<file path="src/rtl/dc_router_pkg.sv">
// Shared definitions for the dc_router datapath: accelerator select codes,
// sequencer state encoding and the select-to-lane decoder.
package dc_router_pkg;

  localparam logic [1:0] ACC_NONE = 2'b00;
  localparam logic [1:0] ACC_FFT  = 2'b01;
  localparam logic [1:0] ACC_FIR  = 2'b10;
  localparam logic [1:0] ACC_IIR  = 2'b11;

  typedef enum logic [1:0] {
    IDLE = 2'd0,
    RUN  = 2'd1,
    DONE = 2'd2
  } state_t;

  // Lane order matches the FIFO buses: bit0 FFT, bit1 FIR, bit2 IIR.
  function automatic logic [2:0] sel_onehot(input logic [1:0] sel);
    case (sel)
      ACC_FFT: return 3'b001;
      ACC_FIR: return 3'b010;
      ACC_IIR: return 3'b100;
      default: return 3'b000;
    endcase
  endfunction

endpackage

</file>
<file path="src/rtl/dc_ram_sequencer.sv">
// Streams one file from shared RAM into the selected accelerator and writes the
// accelerator's results back in place over the single RAM port.
module dc_ram_sequencer
  import dc_router_pkg::*;
#(
  parameter int ADDR_W = 16,
  parameter int DATA_W = 32,
  parameter int CNT_W  = 16
) (
  input  logic                clk,
  input  logic                reset,
  input  logic                start,
  input  logic [1:0]          acc_sel,
  input  logic [ADDR_W-1:0]   offset,
  input  logic [CNT_W-1:0]    filesize,
  output logic                ram_read_enable,
  output logic                ram_write_enable,
  output logic [ADDR_W-1:0]   ram_addr,
  output logic [DATA_W-1:0]   ram_wdata,
  input  logic [DATA_W-1:0]   ram_rdata,
  input  logic [2:0]          to_acc_full,
  output logic [2:0]          to_acc_put,
  output logic [DATA_W-1:0]   to_acc_data,
  input  logic [2:0]          from_acc_empty,
  output logic [2:0]          from_acc_get,
  input  logic [3*DATA_W-1:0] from_acc_data,
  output logic [2:0]          acc_enable,
  output logic                busy,
  output logic                done,
  output logic                err
);

  state_t             state, state_nx;
  logic [1:0]         sel_q;
  logic [ADDR_W-1:0]  offset_q;
  logic [CNT_W-1:0]   size_q;
  logic [CNT_W-1:0]   rd_cnt;
  logic [CNT_W-1:0]   wr_cnt;
  logic               rd_pending;
  logic               err_q;

  logic [2:0]         lane;
  logic [DATA_W-1:0]  head_data;
  logic               out_empty;
  logic               in_full;
  logic               in_run;
  logic               wr_go;
  logic               rd_go;
  logic               legal_start;
  logic               illegal_start;

  assign lane          = sel_onehot(sel_q);
  assign out_empty     = |(from_acc_empty & lane);
  assign in_full       = |(to_acc_full & lane);
  assign legal_start   = (state == IDLE) && start && (acc_sel != ACC_NONE);
  assign illegal_start = (state == IDLE) && start && (acc_sel == ACC_NONE);

  // Qualifying with reset makes an abort take effect in the reset cycle itself,
  // so no FIFO pop or RAM write slips through before the state register clears.
  assign in_run = reset && (state == RUN);

  // Draining the output FIFO always wins the RAM port; it is what keeps the
  // accelerator moving and so guarantees forward progress.
  assign wr_go = in_run && (wr_cnt < size_q) && !out_empty;
  assign rd_go = in_run && !wr_go && (rd_cnt < size_q) && !in_full && !rd_pending;

  always_comb begin
    head_data = '0;
    case (sel_q)
      ACC_FFT: head_data = from_acc_data[0        +: DATA_W];
      ACC_FIR: head_data = from_acc_data[DATA_W   +: DATA_W];
      ACC_IIR: head_data = from_acc_data[2*DATA_W +: DATA_W];
      default: head_data = '0;
    endcase
  end

  // NOTE: every output and the next state get a default before any branch so
  // that no path leaves them unassigned; otherwise synthesis infers latches.
  always_comb begin
    state_nx         = state;
    ram_read_enable  = 1'b0;
    ram_write_enable = 1'b0;
    ram_addr         = '0;
    ram_wdata        = '0;
    to_acc_put       = '0;
    to_acc_data      = '0;
    from_acc_get     = '0;
    acc_enable       = '0;
    busy             = in_run;
    done             = reset && (state == DONE);
    err              = reset && err_q;

    case (state)
      IDLE: if (legal_start) state_nx = (filesize == '0) ? DONE : RUN;
      RUN:  if ((wr_cnt == size_q) && !rd_pending) state_nx = DONE;
      DONE: state_nx = IDLE;
      default: state_nx = IDLE;
    endcase

    if (wr_go) begin
      ram_write_enable = 1'b1;
      ram_addr         = offset_q + ADDR_W'(wr_cnt);
      ram_wdata        = head_data;
      from_acc_get     = lane;
    end else if (rd_go) begin
      ram_read_enable  = 1'b1;
      ram_addr         = offset_q + ADDR_W'(rd_cnt);
    end

    // Read data returns one cycle after the strobe; pushing it here leaves the
    // RAM port free for a write in the same cycle.
    if (in_run && rd_pending) begin
      to_acc_put  = lane;
      to_acc_data = ram_rdata;
    end

    if (in_run) acc_enable = lane;
  end

  // NOTE: state registers use non-blocking assignments so every flop samples
  // the pre-edge values, independent of statement order in this block.
  always_ff @(posedge clk) begin
    if (!reset) begin
      state      <= IDLE;
      sel_q      <= ACC_NONE;
      offset_q   <= '0;
      size_q     <= '0;
      rd_cnt     <= '0;
      wr_cnt     <= '0;
      rd_pending <= 1'b0;
      err_q      <= 1'b0;
    end else begin
      state      <= state_nx;
      err_q      <= illegal_start;
      rd_pending <= rd_go;
      if (legal_start) begin
        sel_q    <= acc_sel;
        offset_q <= offset;
        size_q   <= filesize;
        rd_cnt   <= '0;
        wr_cnt   <= '0;
      end
      if (wr_go) wr_cnt <= wr_cnt + CNT_W'(1);
      if (rd_go) rd_cnt <= rd_cnt + CNT_W'(1);
    end
  end

endmodule

</file>
<file path="config.mk">
export PLATFORM = sky130hd
export DESIGN_NAME = dc_ram_sequencer
export DESIGN_NICKNAME = d
export VERILOG_FILES = /design/src/rtl/dc_router_pkg.sv /design/src/rtl/dc_ram_sequencer.sv
export SDC_FILE = /design/constraint.sdc
export NUM_CORES = 1
export LEC_CHECK = 0
export CAP_MARGIN = 20
export CORE_ASPECT_RATIO = 1.5
export CORE_MARGIN = 2
export CORE_UTILIZATION = 30
export CTS_BUF_LIST = sky130_fd_sc_hd__clkbuf_4 sky130_fd_sc_hd__clkbuf_8
export DETAILED_ROUTE_END_ITERATION = 8
export PLACE_DENSITY = 0.65
export REMOVE_ABC_BUFFERS = 1
export SLEW_MARGIN = 10
export SYNTH_ARGS = -nofsm -noshare
export SYNTH_HDL_FRONTEND = slang
export SYNTH_SLANG_ARGS = --single-unit
</file>
<file path="constraint.sdc">
create_clock -name clk -period 2.8 [get_ports clk]
set_input_delay 0.56 -clock clk [delete_from_list [all_inputs] [get_ports clk]]
set_output_delay 0.56 -clock clk [all_outputs]
set_load 0.03 [all_outputs]
</file>
==> tab_implementation.tex <==
\begin{tabular}{lr}
\hline
Metric & Value \\
\hline
\multicolumn{2}{l}{\textbf{Run status}} \\
\quad Status & finished, violations left \\
\quad Violations in the final reports & negative setup slack \\
\multicolumn{2}{l}{\textbf{Logic synthesis}} \\
\quad Number of flops mapped to enable cells by yosys & 0 \\
\quad Primary flip-flop cell chosen by synthesis mapping & sky130\_fd\_sc\_hd\_\_dfxtp\_1 \\
\quad Post-synthesis average cell area & 7.52 um\^{}2 \\
\quad Post-synthesis cell type count & between 60 and 70 \\
\quad Flip-flop and latch count after synthesis & 70 \\
\quad Mapped Area & 0.00628 mm\^{}2 \\
\quad Complex-gate fraction of the synthesized area & between 20\% and 30\% \\
\quad Area share of and/or/nand/nor cells after synthesis & 25.9\% \\
\quad Portion of the post-synthesis area used by sequential elements & 22.3\% \\
\quad Number of warnings printed during yosys synthesis & 0 \\
\quad Multiplexer area fraction after synthesis & 6.41\% \\
\quad Adder and majority cell fraction of the synthesized area & 13.2\% \\
\quad Share of flip-flops with an asynchronous set or reset & 0\% \\
\quad Synthesized-area fraction occupied by xor and xnor cells & 3.76\% \\
\quad Main combinational cell family by area after synthesis & simple AND/OR/NAND/NOR gates \\
\quad Number of standard cells after synthesis & approximately 840 \\
\multicolumn{2}{l}{\textbf{Route}} \\
\quad Post-route DRC violation count & 0 \\
\quad Number of iterations in the first detailed-routing pass & 5 \\
\quad Overall via count from detail\_route & slightly below 8,000 \\
\quad Avg Vias per Cell & 5.30 \\
\quad Overall routed net length & 28.0 mm \\
\quad Post-route antenna net violation count & 0 \\
\quad Final routed wire length divided by cell count & around 19 um \\
\quad Violation count after the first detailed-routing iteration & 435 \\
\multicolumn{2}{l}{\textbf{Worst setup path}} \\
\quad Worst setup EP type & primary output \\
\quad Critical path data required time & approximately 2200 ps \\
\quad Setup Crit Path Kind & reg -> out \\
\quad Critical-path cell list & inv\_2 > buf\_6 > ha\_4 > a21oi\_1 > a21boi\_0 > a2111oi\_4 > o211ai\_1 > nand2b\_4 > inv\_2 > buf\_6 > a22o\_4 > buf\_6 \\
\quad Data arrival time at the worst-slack endpoint & about 2800 ps \\
\quad Stage delay of the slowest cell on the critical path & 380 ps \\
\quad Setup crit start kind & flip-flop \\
\quad Slowest stage cell on the critical path & sky130\_fd\_sc\_hd\_\_a21boi\_0 \\
\quad Dominant cell type by count on the critical path & sky130\_fd\_sc\_hd\_\_buf\_6 \\
\quad Critical path fanouts, max & 6 \\
\multicolumn{2}{l}{\textbf{Pwr}} \\
\quad Total power of the final layout & 3440 uW \\
\quad VDD IR max & between 200 and 250 uV \\
\quad Power per standard cell area & 289 mW/mm\^{}2 \\
\quad Leakage power summed over all cells & 0.00498 uW \\
\multicolumn{2}{l}{\textbf{Global routing}} \\
\quad Total track usage & 23.5\% \\
\quad GRT overflow & 0 \\
\quad Initial antenna violation count & 0 \\
\quad Maximum number of pins on one net before global-route repair & 59 \\
\quad First-pass GRT wire length & 40.6 mm \\
\quad Vias in the first global route & approximately 7,700 \\
\multicolumn{2}{l}{\textbf{Timing}} \\
\quad Hold Vio Cnt, Final & 0 \\
\quad Clock period minus worst slack & 3330 ps \\
\quad Max Freq & around 0.30 GHz \\
\quad Unrepaired setup endpoints after global routing & yes \\
\quad Worst Setup Slack, final & -527 ps \\
\quad Final max-slew violation count & 0 \\
\quad Worst clock skew & 9.70 ps \\
\quad Setup-violating endpoint count in the final report & 71 \\
\quad Relative slew slack & between 30\% and 40\% \\
\quad Actual slew at the worst max-slew pin & 964 ps \\
\quad Final critical-path share of the clock period & 119\% \\
\multicolumn{2}{l}{\textbf{Placed design}} \\
\quad Placed wire-length estimate after detailed placement & just under 20 mm \\
\quad Weighted congestion at the end of routability-driven global placement & 0.863 \\
\quad Cells after DPL & 1,433 \\
\quad Number of input and output port buffers inserted & roughly 260 \\
\quad Cell area after placement & 0.00979 mm\^{}2 \\
\multicolumn{2}{l}{\textbf{Die}} \\
\quad Die width & roughly 120 um \\
\quad I/O pin count & 265 \\
\quad Die Y-Extent & 181 um \\
\quad Standard-cell row count & 64 \\
\quad Die area & 0.0221 mm\^{}2 \\
\quad Placeable Area & 0.0205 mm\^{}2 \\
\quad Starting density of the core & 30.6\% \\
\multicolumn{2}{l}{\textbf{Finish}} \\
\quad Ant. Diodes & 0 \\
\quad Area of all placed cells without fillers & 0.0119 mm\^{}2 \\
\quad Nets & 1,458 \\
\quad Share of post-route cells with drive strength above 1 & 37.9\% \\
\quad Final design utilization & 58.1\% \\
\quad Filler-free cell count of the finished design & between 1,000 and 1,500 \\
\quad Synthesis-to-layout area growth & 89.5\% \\
\quad FILL cells & $\sim$1,800 \\
\multicolumn{2}{l}{\textbf{Clock tree}} \\
\quad Number of levels the H-tree was split into & 3 \\
\quad Clock tree root buffer cell & sky130\_fd\_sc\_hd\_\_clkbuf\_8 \\
\quad \# hold bufs at CTS & 0 \\
\quad Clock slew seen by the registers of the worst setup and hold paths & 80 ps \\
\quad Worst-Skew Late Latency & 360 ps \\
\quad Inserted Clock Buffers & 9 \\
\quad CTS tree & yes \\
\quad Count of clock tree sinks & 70 \\
\quad Deepest clock path buffer count & 2 \\
\multicolumn{2}{l}{\textbf{Min path}} \\
\quad Worst hold path class & reg -> reg \\
\multicolumn{2}{l}{\textbf{Run}} \\
\quad Number of maximum-capacitance violations & 0 \\
\hline
\end{tabular}
per-layer routing:
metal	GRT usage [%]	part of all wire [%]	vias to the layer above
met1	24.4	36	3740
met4	9.15	4.0	0
met2	45.9	54	281
met5	0	0	-
met3	3.41	5.5	59
li1	-	-	3820
power breakdown:
group,internal [uW],switching [uW]
clock network,620,409
registers,1040,38.1
logic,697,640
placed cells by master (no fill, tap or decap), drive strengths merged, types with 10 or more instances in the layout:
cell | synthesis | final
nand2 | 103 | 103
inv | 31 | 30
nor2b | 14 | 14
nand4 | 10 | 10
a22oi | 32 | 32
nor2 | 68 | 69
and3 | 47 | 47
a21oi | 80 | 80
ha | 63 | 63
nand3 | 34 | 34
xnor2 | 14 | 14
buf | 16 | 252
xor2 | 13 | 13
dfxtp | 70 | 70
o22ai | 10 | 10
clkdlybuf4s50 | 0 | 167
clkbuf | 33 | 13
a21o | 11 | 11
o21ai | 38 | 38
mux2 | 34 | 34
flip-flops by register name, summed over array words and instances (netlist names):
name,count
sel_q,2
rd_cnt,16
offset_q,16
rd_pending,1
wr_cnt,16
size_q,16
state,2
err_q,1
cell usage after synthesis, types with 9 or more instances:
master | number | area (um^2)
sky130_fd_sc_hd__nand2_1 | 103 | 387
sky130_fd_sc_hd__o22ai_1 | 10 | 62.6
sky130_fd_sc_hd__nor2_1 | 68 | 255
sky130_fd_sc_hd__nand2b_1 | 9 | 56.3
sky130_fd_sc_hd__a21oi_1 | 80 | 400
sky130_fd_sc_hd__a21o_1 | 11 | 82.6
sky130_fd_sc_hd__nand4_1 | 10 | 62.6
sky130_fd_sc_hd__ha_1 | 63 | 788
sky130_fd_sc_hd__a22oi_1 | 32 | 240
sky130_fd_sc_hd__dfxtp_1 | 70 | 1400
sky130_fd_sc_hd__clkbuf_1 | 33 | 124
sky130_fd_sc_hd__xnor2_1 | 14 | 123
sky130_fd_sc_hd__inv_1 | 30 | 113
sky130_fd_sc_hd__xor2_1 | 13 | 114
sky130_fd_sc_hd__nor2b_1 | 14 | 87.6
sky130_fd_sc_hd__nand3_1 | 34 | 170
sky130_fd_sc_hd__mux2_2 | 33 | 372
sky130_fd_sc_hd__o21ai_0 | 37 | 185
sky130_fd_sc_hd__and3_1 | 47 | 294
per-stage QoR:
stage | hold WS [ps] | setup TNS, ps | worst slack, ps
after floorplan | 436 | -174370 | -3010
after global placement | 443 | -47760 | -904
after detailed placement | 448 | -49680 | -911
after CTS | 459 | -26010 | -707
after global routing | 483 | -34770 | -629
final | 458 | -26720 | -527
critical path, delay by kind of cell (launching register included):
family,cells,cell delay [ps]
buf+inv,5,500
flops,1,340
fa+ha+maj,1,260
simple gates,1,230
compound gates,5,1080
logic make-up (layout without fill, tap and decap cells):
group | Yosys count | count (layout)
buffers and inverters | 80 | 470
DFF | 70 | 70
adders and majority gates | 65 | 65
AOI/OAI and AO/OA | 227 | 227
and+or+nand+nor | 330 | 331
muxes | 36 | 36
xor gates and xnor gates | 27 | 27
layout make-up:
type                       instances  area [um^2]  share of cell area, %
tap                              264          330                   2.77
sequential                        70         1430                   12.0
clock buffer                      11          145                   1.22
clock inverter                     4         95.1                  0.799
multi-input combinational        686         5600                   47.0
inverter                          31          119                  0.998
timing repair buffer             424         4190                   35.2
worst paths after layout:
| check | startpoint | endpoint | slack [ps] | cells after the start |
|---|---|---|---|---|
| worst min register to register | size_q[6]$_SDFFE_PN0P_ | size_q[6]$_SDFFE_PN0P_ | 460 | 2 |
| worst min-delay path | size_q[6]$_SDFFE_PN0P_ | size_q[6]$_SDFFE_PN0P_ | 460 | 2 |
| worst max-delay path | size_q[10]$_SDFFE_PN0P_ | ram_addr[11] | -530 | 12 |
| worst max register to register | size_q[10]$_SDFFE_PN0P_ | wr_cnt[13]$_SDFFE_PN0P_ | -210 | 15 |
repair_timing:
| action | in CTS | in global routing |
|---|---|---|
| setup endpoints to repair | 78 | 78 |
| gates resized for setup | 182 | 165 |
| setup buffers | 27 | 10 |
| cloned | 8 | 2 |
| pin swaps | 70 | 60 |
No activity file was read; power rests on OpenSTA's default activity.
